`src/rtl/avmm_read_responder_if.sv`:
```
// ----------------------------------------------------------------------------
// avmm_read_responder_if
// Avalon-MM read-only bus between the fill master and the table responder.
//
// Signals
//   address        master -> slave  word address of the read
//   read           master -> slave  read request, held by the master while stalled
//   waitrequest    slave -> master  1 = request not accepted this cycle
//   readdata       slave -> master  returned word, holds between responses
//   readdatavalid  slave -> master  readdata/response valid this cycle
//   response       slave -> master  2'b00 OKAY, 2'b10 SLAVEERROR
//   pending        slave -> master  outstanding-read count (debug)
// ----------------------------------------------------------------------------
interface avmm_read_responder_if #(
    parameter int ADDR_WIDTH = 32,
    parameter int DATA_WIDTH = 64,
    parameter int PEND_WIDTH = 2
);
    logic [ADDR_WIDTH-1:0] address;
    logic                  read;
    logic                  waitrequest;
    logic [DATA_WIDTH-1:0] readdata;
    logic                  readdatavalid;
    logic [1:0]            response;
    logic [PEND_WIDTH-1:0] pending;

    modport master (
        output address,
        output read,
        input  waitrequest,
        input  readdata,
        input  readdatavalid,
        input  response,
        input  pending
    );

    modport slave (
        input  address,
        input  read,
        output waitrequest,
        output readdata,
        output readdatavalid,
        output response,
        output pending
    );
endinterface

```
`src/rtl/avmm_read_responder.sv`:
```
// ----------------------------------------------------------------------------
// avmm_read_responder
// Avalon-MM read-only slave returning words from a constant on-chip table.
// Word 0 holds vector B, words 1..8 hold rows A0..A7 for the matrix-vector
// fill master. Reads are fixed-latency, in-order and pipelined; waitrequest
// caps the number of outstanding reads at MAX_PENDING.
//
// The table image is supplied through INIT_TABLE (word i in bits
// [i*DATA_WIDTH +: DATA_WIDTH]) so the contents are fixed at elaboration.
//
// Ports
//   clk    in  clock
//   rst_n  in  asynchronous active-low reset
//   bus    slave modport of avmm_read_responder_if
//          (address, read, waitrequest, readdata, readdatavalid,
//           response, pending)
// ----------------------------------------------------------------------------
module avmm_read_responder #(
    parameter int                          DATA_WIDTH   = 64,
    parameter int                          ADDR_WIDTH   = 32,
    parameter int                          DEPTH        = 16,
    parameter int                          READ_LATENCY = 2,
    parameter int                          MAX_PENDING  = 2,
    parameter logic [DEPTH*DATA_WIDTH-1:0] INIT_TABLE   = '0
) (
    input  logic                  clk,
    input  logic                  rst_n,
    avmm_read_responder_if.slave  bus
);

    localparam int IDX_W  = (DEPTH > 1) ? $clog2(DEPTH) : 1;
    localparam int PEND_W = $clog2(MAX_PENDING + 1);

    typedef enum logic {
        S_INIT,
        S_SERVE
    } state_t;

    state_t                  r_state;
    state_t                  w_nextState;
    logic                    w_waitrequest;
    logic                    w_accept;
    logic                    w_addrError;
    logic                    w_respond;
    logic [IDX_W-1:0]        w_index;
    logic [DATA_WIDTH-1:0]   w_tableWord;
    logic [READ_LATENCY-1:0] r_pipeValid;
    logic [READ_LATENCY-1:0] r_pipeError;
    logic [DATA_WIDTH-1:0]   r_pipeData [READ_LATENCY];
    logic [PEND_W-1:0]       r_pending;

    // State register: reset always lands in INIT, which holds off the
    // master for one clock after rst_n is released.
    always_ff @(posedge clk or negedge rst_n) begin
        if (!rst_n) begin
            r_state <= S_INIT;
        end else begin
            r_state <= w_nextState;
        end
    end

    // Next state and waitrequest. waitrequest depends only on state and
    // the outstanding count, never on read, so the master cannot form a
    // combinational loop through it.
    always_comb begin
        w_nextState   = r_state;
        w_waitrequest = 1'b1;
        case (r_state)
            S_INIT: begin
                w_nextState   = S_SERVE;
                w_waitrequest = 1'b1;
            end
            S_SERVE: begin
                w_nextState   = S_SERVE;
                w_waitrequest = (r_pending == PEND_W'(MAX_PENDING));
            end
        endcase
    end

    // Range check uses the full address so out-of-range addresses never
    // alias onto a table word through the truncated index.
    assign w_accept    = bus.read & ~w_waitrequest;
    assign w_addrError = (bus.address >= ADDR_WIDTH'(DEPTH));
    assign w_index     = bus.address[IDX_W-1:0];
    assign w_tableWord = w_addrError ? '0
                                     : INIT_TABLE[int'(w_index)*DATA_WIDTH +: DATA_WIDTH];

    // Latency pipeline. Stage 0 captures the table word on the accept
    // edge; later stages only move data forward when a valid entry moves,
    // so the last stage (and thus readdata) holds between responses.
    always_ff @(posedge clk or negedge rst_n) begin
        if (!rst_n) begin
            r_pipeValid <= '0;
            r_pipeError <= '0;
            for (int i = 0; i < READ_LATENCY; i++) begin
                r_pipeData[i] <= '0;
            end
        end else begin
            r_pipeValid[0] <= w_accept;
            r_pipeError[0] <= w_accept & w_addrError;
            if (w_accept) begin
                r_pipeData[0] <= w_tableWord;
            end
            for (int i = 1; i < READ_LATENCY; i++) begin
                r_pipeValid[i] <= r_pipeValid[i-1];
                r_pipeError[i] <= r_pipeError[i-1];
                if (r_pipeValid[i-1]) begin
                    r_pipeData[i] <= r_pipeData[i-1];
                end
            end
        end
    end

    assign w_respond = r_pipeValid[READ_LATENCY-1];

    // Outstanding-read counter: an accept and a response in the same
    // cycle cancel. Accepts are blocked at MAX_PENDING and responses only
    // exist for accepted reads, so it cannot overflow or underflow.
    always_ff @(posedge clk or negedge rst_n) begin
        if (!rst_n) begin
            r_pending <= '0;
        end else if (w_accept && !w_respond) begin
            r_pending <= r_pending + PEND_W'(1);
        end else if (!w_accept && w_respond) begin
            r_pending <= r_pending - PEND_W'(1);
        end
    end

    assign bus.waitrequest   = w_waitrequest;
    assign bus.readdatavalid = w_respond;
    assign bus.readdata      = r_pipeData[READ_LATENCY-1];
    assign bus.response      = (w_respond && r_pipeError[READ_LATENCY-1]) ? 2'b10 : 2'b00;
    assign bus.pending       = r_pending;

endmodule
```
`src/flat_wrapper.sv`:
```
// flat-port wrapper written by rule: the top's interface ports become plain ports
module avmm_read_responder_flat 
#(
    parameter int                          DATA_WIDTH   = 64,
    parameter int                          ADDR_WIDTH   = 32,
    parameter int                          DEPTH        = 16,
    parameter int                          READ_LATENCY = 2,
    parameter int                          MAX_PENDING  = 2,
    parameter logic [DEPTH*DATA_WIDTH-1:0] INIT_TABLE   = '0
)
  (clk, rst_n, bus_address, bus_read, bus_waitrequest, bus_readdata, bus_readdatavalid, bus_response, bus_pending);
  avmm_read_responder_if #(.ADDR_WIDTH(ADDR_WIDTH), .DATA_WIDTH(DATA_WIDTH)) bus_i ();
  input  logic clk;
  input  logic rst_n;
  input wire logic [$bits(bus_i.address)-1:0] bus_address;
  input wire logic [$bits(bus_i.read)-1:0] bus_read;
  output wire logic [$bits(bus_i.waitrequest)-1:0] bus_waitrequest;
  output wire logic [$bits(bus_i.readdata)-1:0] bus_readdata;
  output wire logic [$bits(bus_i.readdatavalid)-1:0] bus_readdatavalid;
  output wire logic [$bits(bus_i.response)-1:0] bus_response;
  output wire logic [$bits(bus_i.pending)-1:0] bus_pending;
  assign bus_i.address = bus_address;
  assign bus_i.read = bus_read;
  assign bus_waitrequest = bus_i.waitrequest;
  assign bus_readdata = bus_i.readdata;
  assign bus_readdatavalid = bus_i.readdatavalid;
  assign bus_response = bus_i.response;
  assign bus_pending = bus_i.pending;
  avmm_read_responder #(.DATA_WIDTH(DATA_WIDTH), .ADDR_WIDTH(ADDR_WIDTH), .DEPTH(DEPTH), .READ_LATENCY(READ_LATENCY), .MAX_PENDING(MAX_PENDING), .INIT_TABLE(INIT_TABLE)) u_core (.clk(clk), .rst_n(rst_n), .bus(bus_i));
endmodule
```
`config.mk`:
```
export PLATFORM = sky130hd
export DESIGN_NAME = avmm_read_responder_flat
export DESIGN_NICKNAME = d
export VERILOG_FILES = /design/src/rtl/avmm_read_responder_if.sv /design/src/rtl/avmm_read_responder.sv /design/src/flat_wrapper.sv
export SDC_FILE = /design/constraint.sdc
export NUM_CORES = 1
export LEC_CHECK = 0
export ABC_AREA = 1
export CAP_MARGIN = 20
export CORE_MARGIN = 5
export CORE_UTILIZATION = 26
export CTS_CLUSTER_DIAMETER = 30
export DETAILED_ROUTE_END_ITERATION = 10
export MAX_ROUTING_LAYER = met4
export PLACE_DENSITY_LB_ADDON = 0.25
export SETUP_SLACK_MARGIN = 0.4
export SLEW_MARGIN = 30
export SYNTH_ARGS = -nofsm -noshare
export SYNTH_HDL_FRONTEND = slang
export SYNTH_SLANG_ARGS = --single-unit
```
`constraint.sdc`:
```
create_clock -name clk -period 2 [get_ports clk]
set_input_delay 0.2 -clock clk [delete_from_list [all_inputs] [get_ports clk]]
set_output_delay 0.2 -clock clk [all_outputs]
set_load 0.05 [all_outputs]
```
==> results.cfg <==
[cells_and_area]
antennaDiodeCount = 0
nets = 192
postLayoutCoreUtil_pct = 34.6
area_delta_synth_final_pct = 25.0
drive_gt1_share_pct = 7.74

[clocking]
cts_tree = done
clock_latency_ps = 250
ctsHoldBuffers = 0
clock_path_buffers = 2
cts-root-buf = clkbuf_4
htreeDepth = 1
clock-sinks = 7
clk_pin_slew_ps = 50
cts_buffers = 3

[worst_setup_path]
critical_path.max_fanout = 4
critPathCaptureType = primary output
criticalPathCategory = reg2out
cp_data_arrival_time_ps = 1330
critical_path.startpoint_type = flop
cp.required_ps = 1800

[timing]
setup_viol = 0
clock.fmax_mhz = 654
fin_skew_ps = 2.78
min_period_ps = 1530
fin_setup_tns_ps = 0
fin_crit_sh_pct = 76.4
hold_viol = 0
report.final.slew_viol_count = 0
rsz0062_at_grt = false

[floorplan]
ios = 105
die_h_microns = 67.5
die_w_microns = 67.5
core_area_sq_mm = 0.00310
dieArea_sq_mm = 0.00456
num_rows = 20
initial_core_util_pct = 27.7

[grt]
grt_usage_pct = 5.96
grt.overflow.total = 0
grt_pass1_wl_mm = 1.99
grt_pass1_vias = 510
antenna_found_initial = 0
grt_max_degree = 8

[pwr]
peakVddDrop_mv = 0.197
finalPower_w = 0.000950
leakage_nw = 0.561
power_density_mw_per_mm2 = 884

[synthesis]
synth_warnings = 0
synth_area_leaders = buf_4 57%, dfrtp_1 20%, nor2_1 8.3%
synth_cells = 116
synth.distinct_cells = 14
synth_edf_count = 0
synth_ff_type = dfrtp_1
synth_area_sq_um = 860
synth-seq-cells = 7
synthMostInstantiatedCell = buf_4
async_flop_share_pct = 100
yosysTopAreaCellShare_pct = 56.8
yosys.area.top_type = buf_4
yosysSeqAreaShare_pct = 20.4
synth.top_cells.by_count = 65 x buf_4, 19 x nor2_1, 9 x nand2_1, 7 x dfrtp_1, 6 x inv_1
syn_avg_cell_area_sq_um = 7.41

[hold_path]
hold_class = in2async

[route]
wire_per_inst_microns = 7.85
dr.pass1.iters = 2
wl_mm = 1.56
drt_iter0_markers = 9
viasPerCell = 2.96
route.vias.total = 589
drc = 0
ant_nets = 0

[run_status]
status = finished, final reports clean

[placement]
dp_hpwl_mm = 1.46
gp_congestion = 0.639
io_buffers = 35

[run]
drv_cap = 0
worst max-delay path: stages, from the launching register on:
cell and delay [ps]:
dfrtp_2 440, o21ai_4 130, clkdlybuf4s15_1 510
cell families (layout without fill, tap and decap cells):
logic type               after synthesis  in the layout  synth area share (%)
AO/OA/AOI/OAI                          3              3                  2.18
AND/OR/NAND/NOR                       30             30                  13.7
buffers and inverters                 71             46                  59.4
flip-flops                             7              7                  20.4
other                                  2             66                 0.874
XOR/XNOR                               2              2                  2.04
adder cells (fa/ha/maj)                1              1                  1.46
final cells by class:
type / count / area [sq um]
fill: 335 / 2030
clock buffer: 4 / 26.3
timing repair buffer: 36 / 353
tap: 44 / 55.1
multi-input combinational: 102 / 440
inverter: 6 / 22.5
sequential: 7 / 178
worst paths after layout:
path | from | endpoint | slack (ps) | depth (start not counted)
max | u_core.bus.pending[0]$_DFFE_PN0P_ | bus_waitrequest | 470 | 2
min | rst_n | u_core.r_state$_DFF_PN0_ | 210 | 1
max reg2reg | u_core.bus.pending[1]$_DFFE_PN0P_ | u_core.bus.pending[1]$_DFFE_PN0P_ | 520 | 8
min reg2reg | u_core.r_pipeError[0]$_DFF_PN0_ | u_core.r_pipeError[1]$_DFF_PN0_ | 350 | 0
max in group asynchronous | rst_n | u_core.bus.pending[0]$_DFFE_PN0P_ | 1540 | 1
min in group clk | u_core.r_pipeError[0]$_DFF_PN0_ | u_core.r_pipeError[1]$_DFF_PN0_ | 350 | 0
flip-flops by register name, summed over array words and instances, names as in the netlist:
| register | cells |
|---|---|
| u_core.bus.pending | 2 |
| u_core.r_state | 1 |
| u_core.r_pipeError | 2 |
| u_core.r_pipeValid | 2 |
power by group:
group / switching, W / total, W / internal (W)
sequential: 0.0000298 / 0.000213 / 0.000183
combinational: 0.000463 / 0.000614 / 0.000150
clock: 0.0000471 / 0.000123 / 0.0000758
total: 0.000540 / 0.000950 / 0.000409
through the flow:
step / instance area [sq um] / hold slack (ps) / worst slack, ps / cells
2_1_floorplan: 1130 / -95.6 / 143 / 180
3_3_place_gp: 1040 / 333 / 321 / 194
3_5_place_dp: 1040 / 336 / 336 / 194
4_1_cts: 1060 / 209 / 433 / 198
5_1_grt: 1070 / 231 / 397 / 199
6_report: 1070 / 207 / 471 / 199
timing repair:
action | 4_1_cts | 5_1_grt
pin swaps | 0 | 0
gates resized for setup | 5 | 4
endpoints found under the setup margin | 5 | 2
setup buffers | 0 | 1
endpoints found under the hold margin | 0 | 0
metal layers:
| metal | up-vias | track usage [%] | wire (microns) |
|---|---|---|---|
| met5 | - | - | 0 |
| met4 | 0 | 3.80 | 8 |
| met3 | 2 | 1.83 | 287 |
| met2 | 51 | 10.1 | 834 |
| met1 | 244 | 5.91 | 431 |
| li1 | 292 | - | - |
cell usage in the layout (no fill, tap or decap):
cell type	n
o21ai_1	1
clkdlybuf4s50_1	30
dlygate4sd2_1	4
a21oi_2	1
and2_0	1
clkbuf_4	3
nor2_1	19
nand2_1	9
inv_2	2
conb_1	66
inv_1	4
clkbuf_1	1
dfrtp_1	5
clkdlybuf4s15_1	1
xnor2_1	1
dfrtp_2	2
o21ai_4	1
xor2_1	1
buf_4	1
or2_4	1
ha_4	1
Note: power is estimated with default switching activity, not from simulation.
